File: src/rtl/tank_mover_pkg.sv
// Shared direction codes, playfield defaults and FSM state type for the tank mover
// and the direction encoder that feeds it.
package tank_mover_pkg;

    localparam logic [1:0] DIR_UP    = 2'b00;
    localparam logic [1:0] DIR_DOWN  = 2'b01;
    localparam logic [1:0] DIR_LEFT  = 2'b10;
    localparam logic [1:0] DIR_RIGHT = 2'b11;
    localparam int         DIR_VALID_BIT = 2;

    localparam int X_MAX_DEFAULT = 159;
    localparam int Y_MAX_DEFAULT = 119;

    typedef enum logic {
        IDLE,
        MOVING
    } tank_state_e;

endpackage

File: src/rtl/tank_mover_step_timer.sv
// step_timer: free-running step divider; tick marks the last cycle of each STEP_DIV interval.
module step_timer #(
    parameter int STEP_DIV = 833333
) (
    input  logic clk,
    input  logic clear,
    input  logic enable,
    output logic tick
);

    localparam int WIDTH = $clog2(STEP_DIV);

    logic [WIDTH-1:0] cnt_q, cnt_d;

    assign tick = (cnt_q == WIDTH'(STEP_DIV - 1));

    always_comb begin
        cnt_d = cnt_q;
        if (clear) begin
            cnt_d = '0;
        end else if (enable) begin
            cnt_d = tick ? '0 : cnt_q + 1'b1;
        end
    end

    always_ff @(posedge clk) begin
        cnt_q <= cnt_d;
    end

endmodule

File: src/rtl/tank_mover.sv
// Tank position/facing FSM: steps every STEP_DIV cycles while a direction is held.
// Define TANK_MOVER_WRAP_EN to wrap at the playfield edges instead of clamping.
module tank_mover
    import tank_mover_pkg::*;
#(
    parameter int X_MAX    = X_MAX_DEFAULT,
    parameter int Y_MAX    = Y_MAX_DEFAULT,
    parameter int X_INIT   = 80,
    parameter int Y_INIT   = 60,
    parameter int STEP     = 1,
    parameter int STEP_DIV = 833333
) (
    input  logic       clk,
    input  logic       reset,
    input  logic [2:0] direction,
    input  logic       blocked,
    output logic [7:0] x,
    output logic [6:0] y,
    output logic [1:0] facing,
    output logic       moving,
    output logic       step_pulse
);

    tank_state_e state_q, state_d;
    logic [7:0]  x_q, x_d, stepX;
    logic [6:0]  y_q, y_d, stepY;
    logic [1:0]  facing_q, facing_d;
    logic        pulse_q, pulse_d;
    logic        timerClear, timerEnable, timerTick;
    logic        dirValid;

    // Bounds are tested before the add/subtract so an unsigned coordinate never underflows.
    function automatic int nextCoord(input int pos, input int maxVal, input logic inc);
        int res;
        if (inc) begin
`ifdef TANK_MOVER_WRAP_EN
            res = (pos > maxVal - STEP) ? pos + STEP - maxVal - 1 : pos + STEP;
`else
            res = (pos > maxVal - STEP) ? maxVal : pos + STEP;
`endif
        end else begin
`ifdef TANK_MOVER_WRAP_EN
            res = (pos < STEP) ? pos + maxVal + 1 - STEP : pos - STEP;
`else
            res = (pos < STEP) ? 0 : pos - STEP;
`endif
        end
        return res;
    endfunction

    step_timer #(.STEP_DIV(STEP_DIV)) u_step_timer (
        .clk    (clk),
        .clear  (reset | timerClear),
        .enable (timerEnable),
        .tick   (timerTick)
    );

    assign dirValid = direction[DIR_VALID_BIT];

    always_comb begin
        stepX = x_q;
        stepY = y_q;
        case (facing_q)
            DIR_UP:    stepY = 7'(nextCoord(int'(y_q), Y_MAX, 1'b0));
            DIR_DOWN:  stepY = 7'(nextCoord(int'(y_q), Y_MAX, 1'b1));
            DIR_LEFT:  stepX = 8'(nextCoord(int'(x_q), X_MAX, 1'b0));
            default:   stepX = 8'(nextCoord(int'(x_q), X_MAX, 1'b1));
        endcase
    end

    always_comb begin
        state_d     = state_q;
        x_d         = x_q;
        y_d         = y_q;
        facing_d    = facing_q;
        pulse_d     = 1'b0;
        timerClear  = 1'b0;
        timerEnable = 1'b0;
        case (state_q)
            IDLE: begin
                timerClear = 1'b1;
                if (dirValid) begin
                    state_d  = MOVING;
                    facing_d = direction[1:0];
                end
            end
            MOVING: begin
                if (!dirValid) begin
                    state_d    = IDLE;
                    timerClear = 1'b1;
                end else if (direction[1:0] != facing_q) begin
                    facing_d   = direction[1:0];
                    timerClear = 1'b1;
                end else begin
                    timerEnable = 1'b1;
                    if (timerTick && !blocked) begin
                        x_d = stepX;
                        y_d = stepY;
`ifdef TANK_MOVER_WRAP_EN
                        pulse_d = 1'b1;
`else
                        pulse_d = (stepX != x_q) || (stepY != y_q);
`endif
                    end
                end
            end
            default: state_d = IDLE;
        endcase
    end

    always_ff @(posedge clk) begin
        if (reset) begin
            state_q  <= IDLE;
            x_q      <= 8'(X_INIT);
            y_q      <= 7'(Y_INIT);
            facing_q <= DIR_UP;
            pulse_q  <= 1'b0;
        end else begin
            state_q  <= state_d;
            x_q      <= x_d;
            y_q      <= y_d;
            facing_q <= facing_d;
            pulse_q  <= pulse_d;
        end
    end

    assign x          = x_q;
    assign y          = y_q;
    assign facing     = facing_q;
    assign moving     = (state_q == MOVING);
    assign step_pulse = pulse_q;

endmodule

File: config.mk
export PLATFORM = sky130hd
export DESIGN_NAME = tank_mover
export DESIGN_NICKNAME = d
export VERILOG_FILES = /design/src/rtl/tank_mover_pkg.sv /design/src/rtl/tank_mover_step_timer.sv /design/src/rtl/tank_mover.sv
export SDC_FILE = /design/constraint.sdc
export NUM_CORES = 1
export LEC_CHECK = 0
export ABC_CLOCK_PERIOD_IN_PS = 3100
export CORE_MARGIN = 2
export CORE_UTILIZATION = 61
export CTS_BUF_LIST = sky130_fd_sc_hd__clkbuf_4 sky130_fd_sc_hd__clkbuf_8
export DETAILED_ROUTE_END_ITERATION = 7
export DONT_BUFFER_PORTS = 1
export PLACE_DENSITY = 0.77
export RECOVER_POWER = 100
export REMOVE_ABC_BUFFERS = 1
export SYNTH_ARGS = -nofsm -noshare
export SYNTH_HDL_FRONTEND = slang
export SYNTH_SLANG_ARGS = --single-unit
export TNS_END_PERCENT = 20
File: constraint.sdc
create_clock -name clk -period 3.1 [get_ports clk]
set_input_delay 0.465 -clock clk [delete_from_list [all_inputs] [get_ports clk]]
set_output_delay 0.465 -clock clk [all_outputs]
set_load 0.02 [all_outputs]
==> flow_summary.toml, run 1 <==
[run_status]
status = "finished, final reports clean"

[routing]
postRouteAntennaNets = 0
drc = 0
viasPerCell = 6.74
dr.first_iter.drc_count = 237
routed.top_layer = "met4"
wl_met2_um = 3560
wl_met1_um = 3140
avgRoutedWirePerCell_um = 17.4
drt-total-wl_um = 7450
dr.pass1.iters = 5
wl_met3_um = 581
via_count = 2886

[global_route]
antenna_found_initial = 0
grt_pass1_vias = 2648
grt_overflow = 0
track_usage = 0.302
grt_pass1_wl_um = 12600
grt_max_degree = 21

[layout]
n_fill_cell = 382
antenna_cells = 0
area_growth_pct = 5.18
layout_common_cells = "dfxtp_1, nor2_1, o21ai_0"
postLayoutCoreUtil = 0.673
layout.nets = 389
final_common_cell = "dfxtp_1"
drive_gt1_frac = 0.0612

[timing]
max_freq_ghz = 0.368
period_needed_ps = 2710
max-slew-margin-rel = 0.534
fin_tns_setup_ps = 0
hold_ws_ps = 225
hold_viol_final = 0
rsz0062_at_grt = "false"
skew_ps = 6.24
tightest_slew_ps = 698
setup_violations = 0
drv_slew = 0
fin_crit_sh = 0.876

[synth]
syn_area_um2 = 2830
synth-seq-cells = 39
ys_seq_area_frac = 0.276
avgSynthCellArea_um2 = 7.52
async_reset_ff_frac = 0
synth-edff-count = 0
ys_types = 63
syn_inst = 376
ys_dominant_reg_cell = "dfxtp_1"
yosys_warnings = 0

[worst_setup_path]
slowest_stage = "clkbuf_1"
reg2reg_slack_ps = 390
cpPeakStageDelay_ps = 540
startpoint_type = "flip-flop"
r2r-end = "step_pulse"
rr_startpoint = "facing[0]"
arrival_ps = 2900
crit_type = "flip-flop to flip-flop"
path_cells = "clkbuf_1, nor3b_1, a22oi_1, nor2b_1, a22oi_1, or4b_1, o311a_1"
critPathCaptureType = "flip-flop"
cp_max_fo = 14
rr_worst_depth = 7
cp_data_required_time_ps = 3290
crit_top_cell = "a22oi_1"

[clocking]
cts_sinks = 39
cts_tree = "built"
ctsResizeCount = 0
root_buffer = "clkbuf_8"
post_cts.repair.setup_buffers = 0
postCtsHoldBufs = 0
cts_inserted_buffers = 5
clk_pin_slew_ps = 90
max-clock-path-buffers = 2
htreeDepth = 2
clkLatencyLatePin_ps = 300

[placement]
routabilityCongestion = 0.967
io_buffers = 0
dp_hpwl_um = 5240

[min_path]
hold_path.class = "primary input to flip-flop"
min_from = "reset"
hold-path-cell-count = 1
holdPathEnd = "y[6]"

[floorplanning]
die-area_um2 = 5190
die_y_um = 72.1
die_w_um = 72.1
start_util = 0.640
ioPinCount = 25
fp-row-count = 24
core_area_um2 = 4410

[power_and_ir_drop]
power_density_nw_per_um2 = 343
leakage_nw = 0.966
peakVddDrop_v = 0.000191
totalPowerFinal_mw = 1.02

[job]
drv_cap = 0
==> critical path: cells and delay by family (launching register included) <==
kind,cells,cell delay [ps]
buf+inv,1,540
compound gates,3,600
flops,1,490
simple gates,3,960
==> area by class of cell <==
class                   instances  area [um^2]  area share
multi-input cells             293         1850       0.622
well taps                      52         65.1      0.0219
clock inverters                 3         43.8      0.0147
inverters                      19         71.3      0.0240
repair buffers                 17         93.8      0.0316
clock buffers                   5         68.8      0.0231
flip-flops and latches         39          781       0.263
==> logic make-up after synthesis <==
kind of cell | count (synthesis) | share of synthesized area
simple gates | 157 | 0.309
compound gates | 107 | 0.244
buf+inv | 44 | 0.0673
flops | 39 | 0.276
xor+xnor | 16 | 0.0496
fa+ha+maj | 8 | 0.0354
mux | 5 | 0.0181
==> routing by layer <==
| metal | up-vias | GRT usage |
|---|---|---|
| li1 | 1383 | - |
| met1 | 1337 | 0.393 |
| met2 | 146 | 0.486 |
| met3 | 20 | 0.0694 |
| met4 | 0 | 0.117 |
| met5 | - | 0 |
==> per-stage QoR <==
step                cell area [um^2]  instances  setup WS [ps]
floorplan                       2710        351            380
global placement                2900        420            598
detailed placement              2900        420            548
CTS                             3010        428            529
global route                    2970        428            194
finish                          2970        428            385
==> worst max-delay path by stage <==
stage | start | end | slack [ps] | cells past startpoint
global route | facing[0] | step_pulse | 190 | 7
detailed placement | x[1] | step_pulse | 550 | 8
global placement | x[1] | step_pulse | 600 | 8
finish | facing[0] | step_pulse | 390 | 7
CTS | x[1] | step_pulse | 530 | 8
floorplan | facing[1] | step_pulse | 380 | 6
==> power by group <==
group / leakage (nW) / internal [mW] / switching, mW / total (mW)
Clock: 0.0581 / 0.240 / 0.202 / 0.442
Combinational: 0.593 / 0.0255 / 0.0434 / 0.0689
Sequential: 0.315 / 0.503 / 0.00475 / 0.508
==> sequential cells by signal, indices dropped and copies added (netlist names) <==
signal	cells
u_step_timer.cnt_q	20
x	8
y	7
facing	2
moving	1
step_pulse	1
==> cells in the mapped netlist (all sizes together) (5+ instances only) <==
library cell  count  area share
buf              12       0.025
ha                8       0.035
or3               8       0.018
o211ai            8       0.021
inv              19       0.025
dfxtp            39        0.28
and4              5       0.015
a31oi             5       0.011
nand3            11       0.019
and3              6       0.014
nor3              9       0.016
xnor2             6       0.019
o21ai            33       0.060
xor2             10       0.031
a21oi            24       0.042
nand2            30       0.040
clkbuf           13       0.017
a211oi            5       0.013
nand4             9       0.020
nor2             39       0.054
nor4              7       0.015
Note: power is estimated with default switching activity, not from simulation.
==> run 2: changes to the inputs <==
==> constraint.sdc (replaced) <==
create_clock -name clk -period 3.1 [get_ports clk]
set_input_delay 0.62 -clock clk [delete_from_list [all_inputs] [get_ports clk]]
set_output_delay 0.62 -clock clk [all_outputs]
set_load 0.02 [all_outputs]
==> results of run 2 <==
Same layout as run 1 (identical final DEF). Status: finished, final reports clean.
Among the figures that moved: hold slack 225 ps -> 380 ps
==> run 3: changes to the inputs <==
ABC_CLOCK_PERIOD_IN_PS = 2600   (was 3100)
CTS_CLUSTER_SIZE = 25   (was unset)
clock period = 2.6 ns   (was 3.1 ns; I/O delays follow)
==> flow_summary.toml, run 3 (synthesis results as in run 1) <==
[clocking]
clkLatencyLatePin_ps = 300
cts_sinks = 39
max-clock-path-buffers = 2
htreeDepth = 2
post_cts.repair.setup_buffers = 0
root_buffer = "clkbuf_8"
cts_tree = "built"
cts_inserted_buffers = 5
clk_pin_slew_ps = 80

[power_and_ir_drop]
switching_power_mw = 0.284
leakage_nw = 1.06
seq_power_share = 0.462
p_sw_frac = 0.216
power_density_nw_per_um2 = 420
clockPowerShare = 0.471
pwr-share-comb = 0.068
peakVddDrop_v = 0.000294
intPower_mw = 1.03

[worst_setup_path]
rr_startpoint = "x[1]"
startpoint = "x[1]"
rr_worst_depth = 8
arrival_ps = 2670
critPathCaptureType = "flip-flop"
cp_data_required_time_ps = 2790
crit_type = "flip-flop to flip-flop"
cpPeakStageDelay_ps = 520
cp_max_fo = 6
slowest_stage = "or4b_4"
r2r-end = "step_pulse"
startpoint_type = "flip-flop"
path_cells = "inv_1, ha_1, or4b_4, or3_1, o21ai_1, o22a_1, nand4_1, o311a_1"
reg2reg_slack_ps = 120

[routing]
dr.first_iter.drc_count = 227
dr.pass1.iters = 6
drt-total-wl_um = 7960
drc = 0
via_count = 3055
viasPerCell = 6.82
postRouteAntennaNets = 0
avgRoutedWirePerCell_um = 17.8

[global_route]
use_met2 = 0.530
grt_overflow = 0
grt_pass1_wl_um = 13000
grt_use_met3 = 0.0611
grt_max_degree = 21
antenna_found_initial = 0
grt_pass1_vias = 2886
met1_usage = 0.397
top_usage_layer = "met2"
track_usage = 0.314

[placement]
routabilityCongestion = 1.01
dp_hpwl_um = 5820
dp.cells = 440
placed_cell_area_um2 = 3050
io_buffers = 0

[layout]
largest_reg_flops = 20
area_growth_pct = 10.7
multi_input_area_um2 = 1850
drive_gt1_frac = 0.104
layout_common_cells = "nor2_1, dfxtp_1, o21ai_0"
layout.nets = 409
n_fill_cell = 383
antenna_cells = 0
seq_area_um2 = 782
instances_no_fill = 448
regMostFlops = "u_step_timer.cnt_q"
fin_area_um2 = 3130

[timing]
drv_slew = 0
setup_violations = 0
hold_viol_final = 0
max_freq_ghz = 0.403
max-slew-margin-rel = 0.486
skew_ps = 6.95
tightest_slew_ps = 770
fin_crit_sh = 0.955
rsz0062_at_grt = "false"
period_needed_ps = 2480

[min_path]
min_from = "reset"
hold_path.class = "primary input to flip-flop"
hold-path-cell-count = 1
holdPathEnd = "x[0]"

[job]
drv_cap = 0

[floorplanning]
die-area_um2 = 5190
ioPinCount = 25
start_util = 0.640
die_y_um = 72.1
die_w_um = 72.1
core_area_um2 = 4410
fp-row-count = 24

[run_status]
status = "finished, final reports clean"
==> run 3: cell types whose count changed in the layout (fill, tap and decap cells not counted), sizes merged <==
cell / previous run / this run
buf: 8 / 21
bufinv: 1 / 2
clkbuf: 14 / 22
clkinv: 2 / 0
==> run 3: worst max path at each step <==
stage	to	cells past startpoint
floorplan	step_pulse	6
global placement	step_pulse	7
detailed placement	step_pulse	7
CTS	step_pulse	7
global route	step_pulse	7
finish	step_pulse	8
==> run 3: repair_timing <==
item | 4_1_cts | 5_1_grt
endpoints found under the setup margin | 0 | 1
hold buffers | 0 | 0
gates resized for setup | 0 | 2
==> run 3: routing by layer <==
| layer | routed length [um] | part of all wire | vias up |
|---|---|---|---|
| met3 | 753 | 0.095 | 23 |
| met1 | 3240 | 0.41 | 1428 |
| met4 | 164 | 0.021 | 0 |
| met2 | 3800 | 0.48 | 177 |
| li1 | - | - | 1427 |
| met5 | 0 | 0 | - |
==> run 3: area by class of cell <==
cell class / count / area share
flip-flops and latches: 39 / 0.250
repair buffers: 37 / 0.0704
clock buffers: 6 / 0.0244
clock inverters: 2 / 0.0192
well taps: 52 / 0.0208
inverters: 19 / 0.0228
multi-input cells: 293 / 0.592
==> run 3: power by group through the flow <==
stage	sequential [mW]	clock, mW	combinational, mW
floorplan	0.629	0	0.0481
global placement	0.620	0	0.0856
detailed placement	0.619	0	0.0865
CTS	0.605	0.627	0.0869
global route	0.606	0.654	0.0953
finish	0.606	0.618	0.0889
==> run 3: worst max-delay path, delay by kind of cell (launching register included) <==
family | cells | cell delay, ps
compound gates | 3 | 660
fa+ha+maj | 1 | 190
buf+inv | 1 | 120
flops | 1 | 350
simple gates | 3 | 1060
==> run 3: stage by stage <==
stage | setup WS [ps] | TNS [ps] | hold WS [ps] | util | total power, mW
floorplan | -120 | -120 | 430 | - | 0.677
global placement | 209 | 0 | 442 | 0.691 | 0.705
detailed placement | 115 | 0 | 449 | 0.691 | 0.706
CTS | 97.9 | 0 | 278 | 0.722 | 1.32
global route | 41.6 | 0 | 269 | 0.709 | 1.36
finish | 117 | 0 | 279 | 0.709 | 1.31
